[config.mk]
export PLATFORM = sky130hd
export DESIGN_NAME = xspi_cmd_seq_flat
export DESIGN_NICKNAME = d
export VERILOG_FILES = /design/src/rtl/xspi_cmd_seq_if.sv /design/src/rtl/xspi_cmd_seq.sv /design/src/flat_wrapper.sv
export SDC_FILE = /design/constraint.sdc
export NUM_CORES = 1
export LEC_CHECK = 0
export CORE_MARGIN = 2
export CORE_UTILIZATION = 25
export CTS_CLUSTER_DIAMETER = 120
export DETAILED_ROUTE_END_ITERATION = 10
export HOLD_SLACK_MARGIN = 0.02
export PLACE_DENSITY = 0.47
export SKIP_LAST_GASP = 1
export SLEW_MARGIN = 20
export SYNTH_ARGS = -nofsm -noshare
export SYNTH_HDL_FRONTEND = slang
export SYNTH_SLANG_ARGS = --single-unit
[constraint.sdc]
create_clock -name sck_i -period 2.1 [get_ports sck_i]
set_input_delay 0.42 -clock sck_i [delete_from_list [all_inputs] [get_ports sck_i]]
set_output_delay 0.42 -clock sck_i [all_outputs]
set_load 0.01 [all_outputs]
[src/rtl/xspi_cmd_seq_if.sv]
// xSPI command sequencer bus: PHY transaction signals plus flash backend port.
// master = sequencer side, slave = PHY/backend side.
interface xspi_cmd_seq_if #(
  parameter int WORD_SIZE        = 32,
  parameter int CYCLE_COUNT_BITS = 6,
  parameter int ADDR_BITS        = 24
);
  logic [CYCLE_COUNT_BITS-1:0] txnbc_o;
  logic [1:0]                  txnmode_o;
  logic                        txndir_o;
  logic [WORD_SIZE-1:0]        txndata_o;
  logic [WORD_SIZE-1:0]        txndata_i;
  logic                        txndone_i;
  logic [ADDR_BITS-1:0]        addr_o;
  logic                        rd_req_o;
  logic [WORD_SIZE-1:0]        rd_data_i;
  logic                        rd_valid_i;
  logic [WORD_SIZE-1:0]        wr_data_o;
  logic                        wr_valid_o;
  logic [7:0]                  status_i;
  logic                        wel_set_o;
  logic                        wel_clr_o;
  logic                        cmd_err_o;
  logic                        underrun_o;

  modport master (
    output txnbc_o, txnmode_o, txndir_o, txndata_o,
    input  txndata_i, txndone_i,
    output addr_o, rd_req_o,
    input  rd_data_i, rd_valid_i,
    output wr_data_o, wr_valid_o,
    input  status_i,
    output wel_set_o, wel_clr_o, cmd_err_o, underrun_o
  );

  modport slave (
    input  txnbc_o, txnmode_o, txndir_o, txndata_o,
    output txndata_i, txndone_i,
    input  addr_o, rd_req_o,
    output rd_data_i, rd_valid_i,
    input  wr_data_o, wr_valid_o,
    output status_i,
    input  wel_set_o, wel_clr_o, cmd_err_o, underrun_o
  );
endinterface

[src/rtl/xspi_cmd_seq.sv]
// xSPI command sequencer: opcode decode, CMD/ADDR/DUMMY/DATA phase control.
// Ports: sck_i (falling-edge clock), sce_i (async low reset), bus (master).
module xspi_cmd_seq #(
  parameter int WORD_SIZE        = 32,
  parameter int CYCLE_COUNT_BITS = 6,
  parameter int ADDR_BITS        = 24,
  parameter int DUMMY_CYCLES     = 8,
  parameter logic [WORD_SIZE-1:0] JEDEC_ID = 'h00EF4018
) (
  input  logic           sck_i,
  input  logic           sce_i,
  xspi_cmd_seq_if.master bus
);

  localparam int CB = CYCLE_COUNT_BITS;
  localparam int W  = WORD_SIZE;
  localparam int A  = ADDR_BITS;

  localparam logic [CB-1:0] BC_CMD  = CB'(8);
  localparam logic [CB-1:0] BC_ADDR = CB'(A);
  localparam logic [CB-1:0] BC_WORD = CB'(W);
  localparam logic [CB-1:0] BC_DUM  = CB'(DUMMY_CYCLES);
  localparam logic [A-1:0]  AINC    = A'(W / 8);

  typedef enum logic [2:0] {
    S_CMD, S_ADDR, S_DUMMY, S_RDATA, S_WDATA, S_SINK
  } state_t;

  typedef enum logic [1:0] {
    R_MEM, R_STAT, R_ID
  } rsrc_t;

  state_t        state;
  rsrc_t         rsrc;
  logic [1:0]    am_q;
  logic [1:0]    dm_q;
  logic [1:0]    xm_q;
  logic          is_rd;
  logic          wel_q;
  logic          inc_pend;

  logic [CB-1:0] bc_q;
  logic [1:0]    mode_q;
  logic [W-1:0]  data_q;
  logic [A-1:0]  addr_q;
  logic          rd_req_q;
  logic [W-1:0]  wdat_q;
  logic          wval_q;
  logic          set_q;
  logic          clr_q;
  logic          err_q;
  logic          urun_q;

  logic [7:0]    op;
  logic          op_ok;
  logic          op_rd;
  logic          op_set;
  logic          op_clr;
  logic [1:0]    op_am;
  logic [1:0]    op_dm;
  logic [1:0]    op_xm;
  rsrc_t         op_src;
  state_t        op_nxt;

  logic [W-1:0]  stat_w;
  logic [W-1:0]  mem_w;
  logic [W-1:0]  load_w;
  logic          cur_dir;
  logic          nxt_dir;

  assign op = bus.txndata_i[7:0];

  always_comb begin
    op_ok  = 1'b1;
    op_rd  = 1'b0;
    op_set = 1'b0;
    op_clr = 1'b0;
    op_am  = 2'b00;
    op_dm  = 2'b00;
    op_xm  = 2'b00;
    op_src = R_MEM;
    op_nxt = S_SINK;
    unique case (1'b1)
      op == 8'h0B: begin
        op_rd  = 1'b1;
        op_nxt = S_ADDR;
      end
      op == 8'h6B: begin
        op_rd  = 1'b1;
        op_xm  = 2'b10;
        op_nxt = S_ADDR;
      end
      op == 8'hEB: begin
        op_rd  = 1'b1;
        op_am  = 2'b10;
        op_dm  = 2'b10;
        op_xm  = 2'b10;
        op_nxt = S_ADDR;
      end
      op == 8'h02: begin
        op_nxt = S_ADDR;
      end
      op == 8'h32: begin
        op_xm  = 2'b10;
        op_nxt = S_ADDR;
      end
      op == 8'h05: begin
        op_src = R_STAT;
        op_nxt = S_RDATA;
      end
      op == 8'h9F: begin
        op_src = R_ID;
        op_nxt = S_RDATA;
      end
      op == 8'h06: op_set = 1'b1;
      op == 8'h04: op_clr = 1'b1;
      default:     op_ok  = 1'b0;
    endcase
  end

  assign stat_w = {{(W-8){1'b0}}, bus.status_i};
  assign mem_w  = bus.rd_valid_i ? bus.rd_data_i : '0;

  always_comb begin
    load_w = mem_w;
    unique case (rsrc)
      R_STAT:  load_w = stat_w;
      R_ID:    load_w = JEDEC_ID;
      default: load_w = mem_w;
    endcase
  end

  // Look ahead one phase on the done edge so the PHY can register
  // its output enable for the upcoming phase on that same edge.
  assign cur_dir = (state == S_RDATA);

  always_comb begin
    nxt_dir = 1'b0;
    unique case (state)
      S_CMD:   nxt_dir = (op_nxt == S_RDATA);
      S_DUMMY: nxt_dir = 1'b1;
      S_RDATA: nxt_dir = 1'b1;
      default: nxt_dir = 1'b0;
    endcase
  end

  assign bus.txndir_o   = bus.txndone_i ? nxt_dir : cur_dir;
  assign bus.txnbc_o    = bc_q;
  assign bus.txnmode_o  = mode_q;
  assign bus.txndata_o  = data_q;
  assign bus.addr_o     = addr_q;
  assign bus.rd_req_o   = rd_req_q;
  assign bus.wr_data_o  = wdat_q;
  assign bus.wr_valid_o = wval_q;
  assign bus.wel_set_o  = set_q;
  assign bus.wel_clr_o  = clr_q;
  assign bus.cmd_err_o  = err_q;
  assign bus.underrun_o = urun_q;

  always_ff @(negedge sck_i or negedge sce_i) begin
    if (!sce_i) begin
      state    <= S_CMD;
      rsrc     <= R_MEM;
      am_q     <= 2'b00;
      dm_q     <= 2'b00;
      xm_q     <= 2'b00;
      is_rd    <= 1'b0;
      wel_q    <= 1'b0;
      inc_pend <= 1'b0;
      bc_q     <= BC_CMD;
      mode_q   <= 2'b00;
      data_q   <= '0;
      addr_q   <= '0;
      rd_req_q <= 1'b0;
      wdat_q   <= '0;
      wval_q   <= 1'b0;
      set_q    <= 1'b0;
      clr_q    <= 1'b0;
      err_q    <= 1'b0;
      urun_q   <= 1'b0;
    end else begin
      rd_req_q <= 1'b0;
      wval_q   <= 1'b0;
      set_q    <= 1'b0;
      clr_q    <= 1'b0;
      // Write address advances one edge after the strobe so the
      // strobe carries the address of the word just programmed.
      if (inc_pend) begin
        addr_q   <= addr_q + AINC;
        inc_pend <= 1'b0;
      end
      if (bus.txndone_i) begin
        unique case (state)
          S_CMD: begin
            am_q  <= op_am;
            dm_q  <= op_dm;
            xm_q  <= op_xm;
            is_rd <= op_rd;
            rsrc  <= op_src;
            wel_q <= bus.status_i[1];
            set_q <= op_set;
            clr_q <= op_clr;
            state <= op_nxt;
            if (!op_ok) begin
              err_q <= 1'b1;
            end
            if (op_nxt == S_ADDR) begin
              bc_q   <= BC_ADDR;
              mode_q <= op_am;
            end else if (op_nxt == S_RDATA) begin
              bc_q   <= (op_src == R_STAT) ? BC_CMD : BC_WORD;
              mode_q <= 2'b00;
              data_q <= (op_src == R_STAT) ? stat_w : JEDEC_ID;
            end else begin
              bc_q   <= BC_WORD;
              mode_q <= 2'b00;
            end
          end
          S_ADDR: begin
            addr_q <= bus.txndata_i[A-1:0];
            if (is_rd) begin
              rd_req_q <= 1'b1;
              state    <= S_DUMMY;
              bc_q     <= BC_DUM << dm_q;
              mode_q   <= dm_q;
            end else begin
              state  <= S_WDATA;
              bc_q   <= BC_WORD;
              mode_q <= xm_q;
            end
          end
          S_DUMMY, S_RDATA: begin
            data_q <= load_w;
            if (state == S_DUMMY) begin
              state  <= S_RDATA;
              bc_q   <= BC_WORD;
              mode_q <= xm_q;
            end
            if (rsrc == R_MEM) begin
              addr_q   <= addr_q + AINC;
              rd_req_q <= 1'b1;
              if (!bus.rd_valid_i) begin
                urun_q <= 1'b1;
              end
            end
          end
          S_WDATA: begin
            wdat_q   <= bus.txndata_i;
            wval_q   <= wel_q;
            inc_pend <= 1'b1;
          end
          default: begin
            state <= S_SINK;
          end
        endcase
      end
    end
  end

endmodule

[src/flat_wrapper.sv]
// flat-port wrapper written by rule: the top's interface ports become plain ports
module xspi_cmd_seq_flat 
#(
  parameter int WORD_SIZE        = 32,
  parameter int CYCLE_COUNT_BITS = 6,
  parameter int ADDR_BITS        = 24,
  parameter int DUMMY_CYCLES     = 8,
  parameter logic [WORD_SIZE-1:0] JEDEC_ID = 'h00EF4018
)
  (sck_i, sce_i, bus_txnbc_o, bus_txnmode_o, bus_txndir_o, bus_txndata_o, bus_txndata_i, bus_txndone_i, bus_addr_o, bus_rd_req_o, bus_rd_data_i, bus_rd_valid_i, bus_wr_data_o, bus_wr_valid_o, bus_status_i, bus_wel_set_o, bus_wel_clr_o, bus_cmd_err_o, bus_underrun_o);
  xspi_cmd_seq_if #(.WORD_SIZE(WORD_SIZE), .CYCLE_COUNT_BITS(CYCLE_COUNT_BITS), .ADDR_BITS(ADDR_BITS)) bus_i ();
  input  logic sck_i;
  input  logic sce_i;
  output wire logic [$bits(bus_i.txnbc_o)-1:0] bus_txnbc_o;
  output wire logic [$bits(bus_i.txnmode_o)-1:0] bus_txnmode_o;
  output wire logic [$bits(bus_i.txndir_o)-1:0] bus_txndir_o;
  output wire logic [$bits(bus_i.txndata_o)-1:0] bus_txndata_o;
  input wire logic [$bits(bus_i.txndata_i)-1:0] bus_txndata_i;
  input wire logic [$bits(bus_i.txndone_i)-1:0] bus_txndone_i;
  output wire logic [$bits(bus_i.addr_o)-1:0] bus_addr_o;
  output wire logic [$bits(bus_i.rd_req_o)-1:0] bus_rd_req_o;
  input wire logic [$bits(bus_i.rd_data_i)-1:0] bus_rd_data_i;
  input wire logic [$bits(bus_i.rd_valid_i)-1:0] bus_rd_valid_i;
  output wire logic [$bits(bus_i.wr_data_o)-1:0] bus_wr_data_o;
  output wire logic [$bits(bus_i.wr_valid_o)-1:0] bus_wr_valid_o;
  input wire logic [$bits(bus_i.status_i)-1:0] bus_status_i;
  output wire logic [$bits(bus_i.wel_set_o)-1:0] bus_wel_set_o;
  output wire logic [$bits(bus_i.wel_clr_o)-1:0] bus_wel_clr_o;
  output wire logic [$bits(bus_i.cmd_err_o)-1:0] bus_cmd_err_o;
  output wire logic [$bits(bus_i.underrun_o)-1:0] bus_underrun_o;
  assign bus_txnbc_o = bus_i.txnbc_o;
  assign bus_txnmode_o = bus_i.txnmode_o;
  assign bus_txndir_o = bus_i.txndir_o;
  assign bus_txndata_o = bus_i.txndata_o;
  assign bus_i.txndata_i = bus_txndata_i;
  assign bus_i.txndone_i = bus_txndone_i;
  assign bus_addr_o = bus_i.addr_o;
  assign bus_rd_req_o = bus_i.rd_req_o;
  assign bus_i.rd_data_i = bus_rd_data_i;
  assign bus_i.rd_valid_i = bus_rd_valid_i;
  assign bus_wr_data_o = bus_i.wr_data_o;
  assign bus_wr_valid_o = bus_i.wr_valid_o;
  assign bus_i.status_i = bus_status_i;
  assign bus_wel_set_o = bus_i.wel_set_o;
  assign bus_wel_clr_o = bus_i.wel_clr_o;
  assign bus_cmd_err_o = bus_i.cmd_err_o;
  assign bus_underrun_o = bus_i.underrun_o;
  xspi_cmd_seq #(.WORD_SIZE(WORD_SIZE), .CYCLE_COUNT_BITS(CYCLE_COUNT_BITS), .ADDR_BITS(ADDR_BITS), .DUMMY_CYCLES(DUMMY_CYCLES), .JEDEC_ID(JEDEC_ID)) u_core (.sck_i(sck_i), .sce_i(sce_i), .bus(bus_i));
endmodule
* Yosys cells after proc, flatten, opt, wreduce, memory -nomap -nowiden
Index checks and enable logic that the tools add are counted.
** Operators by class
- Mux-type cells :: 45
- Equal/unequal tests :: 21
- Bitwise gates (word level) :: 3
- Shifts and indexed selects :: 1
- Reduce and logical (&&, ||, !) cells :: 17
- $add $sub $neg :: 1
** Operators by type and width (count)
- 32-bit one-hot mux with 2 select lines :: 2
- 24-bit two-way mux :: 4
- 32-bit two-way mux :: 3
- 24-bit one-hot mux with 2 select lines :: 1
- 6-bit two-way mux :: 5
- 24-bit by 3-bit adder with 24-bit output (second input constant) :: 1
- 8-bit by 3-bit == test with 1-bit output (second input constant) :: 3
- 6-bit one-hot mux with 3 select lines :: 1
- 8-bit == test (second input constant) :: 2
- 1-bit two-way mux :: 16
- 3-bit one-hot mux with 4 select lines :: 1
- 2-bit two-way mux :: 5
- 3-bit by 2-bit == test with 1-bit output (second input constant) :: 3
- 3-bit AND reduction :: 3
- 9-bit OR reduction :: 1
- 8-bit by 2-bit == test with 1-bit output (second input constant) :: 1
- 8-bit by 4-bit == test with 1-bit output (second input constant) :: 1
- 8-bit by 6-bit == test with 1-bit output (second input constant) :: 1
- 8-bit by 7-bit == test with 1-bit output (second input constant) :: 1
- 4-bit AND reduction :: 2
- 3-bit by 1-bit == test with 1-bit output (second input constant) :: 2
- 3-bit two-way mux :: 2
- 2-bit one-hot mux with 3 select lines :: 1
- 3-bit one-hot mux with 2 select lines :: 1
- 17 further kinds :: 25
** Storage, ports and cells
- Flip-flop bits (word level) :: 114
- Word-level logic and storage cells :: 106

* Depth between registers and ports, before layout
Gate-level depths: netlist of the first run.
- Word-level depth :: 7
- Gate-level depth with buffers :: 9
- Mapped depth without buffers :: 7

==> results of run 1 <==
## logic make-up after synthesis
family,after synthesis
adder cells (fa/ha/maj),4
multiplexers,67
AND/OR/NAND/NOR,163
XOR/XNOR,16
flip-flops,108
other,1
buffers and inverters,70
AO/OA/AOI/OAI,98
## routing by layer
metal	global-route usage	vias to the layer above
met1	0.214	2601
met3	0.0333	30
li1	-	2535
met4	0.0583	0
met5	0	-
met2	0.275	145
## layout make-up
| cell class | count | share of cell area |
|---|---|---|
| flip-flops and latches | 108 | 0.282 |
| inverters | 34 | 0.0136 |
| well taps | 280 | 0.0365 |
| clock buffers | 10 | 0.0249 |
| multi-input cells | 353 | 0.311 |
| clock inverters | 7 | 0.00521 |
| repair buffers | 361 | 0.327 |
## power by group through the flow
stage / sequential, mW / clock [mW] / combinational [mW]
after global routing: 2.98 / 1.86 / 3.40
after floorplan: 3.21 / 0.00596 / 1.12
final: 2.92 / 1.70 / 3.17
after CTS: 2.91 / 1.79 / 2.99
after global placement: 2.94 / 0.00596 / 3.10
after detailed placement: 2.95 / 0.00596 / 3.12
## how the worst min path moves through the flow
stage	slack, ns	to	startpoint	depth (start not counted)
floorplan	0.40	u_core.wel_q$_DFFE_NN0P_	u_core.wel_q$_DFFE_NN0P_	2
global placement	0.42	u_core.bus.underrun_o$_DFFE_NN0P_	u_core.bus.underrun_o$_DFFE_NN0P_	1
detailed placement	0.43	u_core.bus.underrun_o$_DFFE_NN0P_	u_core.bus.underrun_o$_DFFE_NN0P_	1
CTS	0.45	u_core.wel_q$_DFFE_NN0P_	u_core.wel_q$_DFFE_NN0P_	2
global route	0.47	u_core.bus.wr_data_o[26]$_DFFE_NN0P_	u_core.bus.wr_data_o[26]$_DFFE_NN0P_	1
finish	0.45	u_core.wel_q$_DFFE_NN0P_	u_core.wel_q$_DFFE_NN0P_	2
## per-stage QoR
step                power (mW)  utilization
finish                    7.79        0.443
detailed placement        6.07        0.394
floorplan                 4.34            -
global route              8.24        0.443
global placement          6.05        0.394
CTS                       7.69        0.428
## critical path, delay by kind of cell
kind / cells / cell delay (ns)
AO/OA/AOI/OAI: 2 / 0.41
buffers and inverters: 4 / 0.49
multiplexers: 1 / 0.08
AND/OR/NAND/NOR: 2 / 0.40
## cell usage in the layout (no fill, tap or decap), types with 7 or more instances in the layout
cell type and n:
nor2_1 16, o21ai_0 9, nand3_1 7, a21oi_1 22
nand2_1 57, dfrtn_1 107, o21ai_1 9, inv_1 33
clkbuf_16 9, xnor2_1 11, nor3_1 8, buf_4 145
buf_2 80, mux2_4 40, mux2i_1 25, clkdlybuf4s50_1 64
nand2_2 8, nand4_1 8, buf_6 48, buf_12 12
a22o_1 9
## state kept, by name (all words and copies together), names as in the netlist, 2 cells and up
register              cells
u_core.bus.txndata_o     32
u_core.bus.wr_data_o     32
u_core.bus.addr_o        24
u_core.bus.txnbc_o        3
u_core.state              3
u_core.rsrc               2
## timing repair
item	in CTS	in global routing
pin swaps	29	19
setup endpoints to repair	207	204
gates cloned	9	0
gates resized for setup	531	51
setup buffers	48	29
==> reports/metrics.csv, run 1 <==
metric,value,unit
fin_cells,1153,
finalWeightedCongestion,0.827,
synth-simple-area-share,0.155,
dr_wl_met3,933,um
yosysWarnings,0,
dr.pass1.iters,4,
wl_met1,8530,um
cp_common_cell,buf_12,
root_buffer,clkbuf_16,
dp_hpwl,13300,um
h-tree-depth,3,
vdd_ir_drop_max,0.547,mV
port_buffers,174,
synth_seq_cells,108,
ys_seq_area_frac,0.493,
async_reset_ff_frac,1.00,
cts-buffers-inserted,9,
antenna_left,0,
pwr-share-seq,0.375,
coreArea,0.0217,sq mm
synth_top_family_by_area,simple AND/OR/NAND/NOR gates,
cpPeakStageDelay,0.26,ns
drv_slew,0,
regArea,0.00270,sq mm
area_delta_synth_final,74.9,%
ctsHoldBuffers,0,
clkPwrFrac,0.219,
switching_share,0.324,
grt_max_degree,52,
synth_ff_type,dfrtn_1,
yosysMostFrequentCell,dfrtn_1,
p_leak,4.37,nW
rr_endpoint,u_core.bus.addr_o[15]$_DFF_NN0_,
hold_slack,0.448,ns
syn_inst,527,
antenna_found_initial,0,
die_x,152,um
status,"finished, violations left",
hold_viol_final,0,
synth_compound_area_frac,0.121,
highest_layer,met4,
critical_path_class,input port to flip-flop,
crit_start,bus_txndata_i[4],
dieArea,0.0232,sq mm
cp_slowest_cell,nor3b_4,
nFillCells,2122,
placed_area,0.00855,sq mm
p_switching,2.53,mW
clk_pin_slew_worst_paths,0.05,ns
pin_count,179,
synth_fa_ha_area_frac,0.00912,
r2r_cells,7,
clock_path_buffers,2,
start_util,0.253,
cp-endpoint,u_core.bus.txndata_o[16]$_DFFE_NN0P_,
cts_sinks,108,
multi_input_area,0.00299,sq mm
rows,54,
r2r_slack,-0.08,ns
powerDensity,812,mW/mm^2
power_frac_comb,0.407,
pre_cts_slack,-1.42,ns
max-cap-violations,0,
num_vias,5311,
rsz0062_at_grt,true,
wl,19400,um
yosys-top-cells-count,"107 x dfrtn_1, 71 x nand2_1, 41 x mux2_2, 35 x inv_1, 27 x a21oi_1",
r2r-start,u_core.bus.addr_o[4]$_DFF_NN0_,
setup_viol,203,
vias_per_cell,4.61,
synthMuxAreaShare,0.132,
overflow,0,
grt_usage,0.165,
min_path_type,flip-flop to flip-flop,
finClkSkew,0.0487,ns
grt_pass1_wl,30500,um
syn_avg_cell_area,10.4,sq um
cts_tree,done,
critPathCaptureType,flip-flop,
wl_per_cell,16.8,um
layout.nets,948,
cp.arrival,1.82,ns
yosysUniqueCellTypes,66,
cp_max_fo,7,
drc,0,
synth_xor_area_frac,0.0255,
cp-start-kind,input port,
clock_latency,0.40,ns
final_area,0.00960,sq mm
diodes,0,
layout-drive-gt1-share,0.495,
synth_top_area_share,0.488,
first_iter_violations,214,
grt_pass1_vias,5610,
p_int,5.27,mW
tns,-56.57,ns
maxSlewHeadroom,0.602,
violations,setup timing,
synth_edf_count,0,
worstPathCellList,"buf_8, nor3b_4, nand3_2, a21boi_4, a31o_4, buf_12, buf_12, buf_16, mux2i_1",
synth_area_leader_cell,dfrtn_1,
dp.cells,1062,
synth.area.top_cells,"dfrtn_1 49%, mux2_2 8.4%, nand2_1 4.9%",
tightest_slew,0.592,ns
dr_wl_met2,9540,um
die-height,152,um
setup_ws,-0.575,ns
synthesis.area,0.00549,sq mm
critical_path_required,1.24,ns
Note: power is estimated with default switching activity, not from simulation.
==> run 2, diff against run 1 <==
REMOVE_ABC_BUFFERS = 1   (was default)
==> reports/metrics.csv, run 2 (synthesis results as in run 1) <==
metric,value,unit
vias_per_cell,4.54,
hold_slack,0.451,ns
cp_max_fo,3,
wl,19900,um
die_x,152,um
power_frac_comb,0.414,
dp.cells,1058,
dieArea,0.0232,sq mm
worstPathCellList,"inv_2, a21oi_2, nor3_2, buf_2",
final_common_cell,buf_4,
vdd_ir_drop_max,0.484,mV
first_iter_violations,221,
r2r_slack,-0.44,ns
holdPathEnd,u_core.wel_q$_DFFE_NN0P_,
clock_latency,0.41,ns
p_leak,4.39,nW
nFillCells,2052,
diodes,0,
num_vias,5253,
r2r_cells,15,
finClkSkew,0.0533,ns
maxSlewHeadroom,0.652,
busiest_layer,met2,
root_buffer,clkbuf_16,
wl_per_cell,17.2,um
ctsHoldBuffers,0,
port_buffers,174,
setup_ws,-0.615,ns
antenna_left,0,
clock_path_buffers,2,
final_cell_mix,"143 x buf_4, 107 x dfrtn_1, 70 x buf_2",
critPathCaptureType,output port,
layout.nets,952,
cp_slowest_cell,dfrtn_1,
clk_pin_slew_worst_paths,0.05,ns
fin_cells,1157,
cpPeakStageDelay,0.37,ns
grt_use_met3,0.0336,
overflow,0,
grt_pass1_wl,30900,um
dr.pass1.iters,7,
dp_hpwl,13300,um
setup_viol,200,
critical_path_class,flip-flop to output port,
cts_tree,done,
p_int,5.34,mW
layout-drive-gt1-share,0.489,
p_switching,2.60,mW
cp.arrival,2.30,ns
pwr-share-seq,0.370,
cp_num_buf_inv,2,
max-cap-violations,0,
rsz0062_at_grt,true,
h-tree-depth,3,
tightest_slew,0.519,ns
die-height,152,um
min_path_type,flip-flop to flip-flop,
rr_endpoint,u_core.bus.txndata_o[15]$_DFFE_NN0P_,
antenna_found_initial,0,
cp_top_family,flip-flops,
power,7.95,mW
powerDensity,818,mW/mm^2
violations,setup timing,
hold_viol_final,0,
coreArea,0.0217,sq mm
cp-start-kind,flip-flop,
use_met2,0.276,
holdCritStartpoint,u_core.wel_q$_DFFE_NN0P_,
area_delta_synth_final,77.1,%
pin_count,179,
drc,0,
r2r-start,u_core.state[0]$_DFFE_NN0P_,
final_core_util,0.448,
grt_use_met1,0.214,
grt_pass1_vias,5549,
cts-buffers-inserted,9,
status,"finished, violations left",
start_util,0.253,
holdPathStages,2,
finalWeightedCongestion,0.814,
clkPwrFrac,0.216,
drv_slew,0,
switching_share,0.328,
grt_usage,0.166,
rows,54,
grt_max_degree,32,
cts_sinks,108,
critical_path_required,1.68,ns
## run 2: cell types whose count changed in the layout (fill, tap and decap cells not counted), sizes merged
cell / before / now
clkinv: 1 / 5
nor2: 21 / 20
buf: 295 / 299
dlygate4sd2: 1 / 0
inv: 38 / 37
clkdlybuf4s50: 64 / 65
clkinvlp: 2 / 0
## run 2: through the flow
stage,setup WS [ns],setup TNS (ns),area (sq um)
after floorplan,-2.31,-130.40,5270
after global placement,-1.38,-152.21,8280
after detailed placement,-1.46,-155.96,8280
after CTS,-0.643,-63.76,9150
after global routing,-0.684,-70.99,9720
final,-0.615,-63.92,9720
## run 2: cell type report
cell class	count	area [sq um]	share of cell area
tap	280	350	0.0360
clock buffer	9	225	0.0232
sequential	108	2700	0.278
clock inverter	8	65.1	0.00669
timing repair buffer	366	3300	0.339
multi-input combinational	352	2950	0.304
inverter	34	128	0.0131
## run 2: worst reg2reg max path: stages, from the launching register on
cell and delay (ns):
dfrtn_1 0.44, inv_2 0.06, buf_4 0.12, buf_4 0.12, buf_4 0.12, buf_4 0.12
buf_4 0.12, buf_4 0.12, buf_4 0.12, buf_4 0.12, buf_4 0.14, a31o_4 0.25
buf_16 0.16, buf_12 0.13, buf_16 0.14, mux2i_1 0.11
## run 2: layer usage
metal  up-vias  part of all wire
li1       2546                 -
met3        19             0.047
met2       161              0.49
met1      2527              0.45
met4         0             0.017
met5         -                 0
## run 2: power by group through the flow
stage / combinational, mW / clock [mW] / sequential (mW)
2_1_floorplan: 0.756 / 0.00596 / 3.25
3_3_place_gp: 2.81 / 0.00596 / 2.94
3_5_place_dp: 2.82 / 0.00596 / 2.96
4_1_cts: 2.80 / 1.76 / 2.92
5_1_grt: 3.55 / 1.86 / 3.00
6_report: 3.29 / 1.72 / 2.94
## run 2: worst max path at each step
stage / from / to / slack (ns) / cells past startpoint
global route: u_core.state[0]$_DFFE_NN0P_ / bus_txndir_o / -0.68 / 4
CTS: u_core.state[0]$_DFFE_NN0P_ / bus_txndir_o / -0.64 / 4
floorplan: bus_txndone_i / u_core.bus.wr_data_o[0]$_DFFE_NN0P_ / -2.31 / 3
detailed placement: bus_txndata_i[4] / u_core.bus.txndata_o[2]$_DFFE_NN0P_ / -1.46 / 7
global placement: bus_txndata_i[6] / u_core.state[2]$_DFFE_NN0P_ / -1.38 / 6
finish: u_core.state[0]$_DFFE_NN0P_ / bus_txndir_o / -0.62 / 4
## run 2: repair_timing
action / 4_1_cts / 5_1_grt
cloned: 7 / 2
setup buffers: 52 / 39
setup endpoints to repair: 207 / 202
pin swaps: 48 / 30
resized for setup: 588 / 82
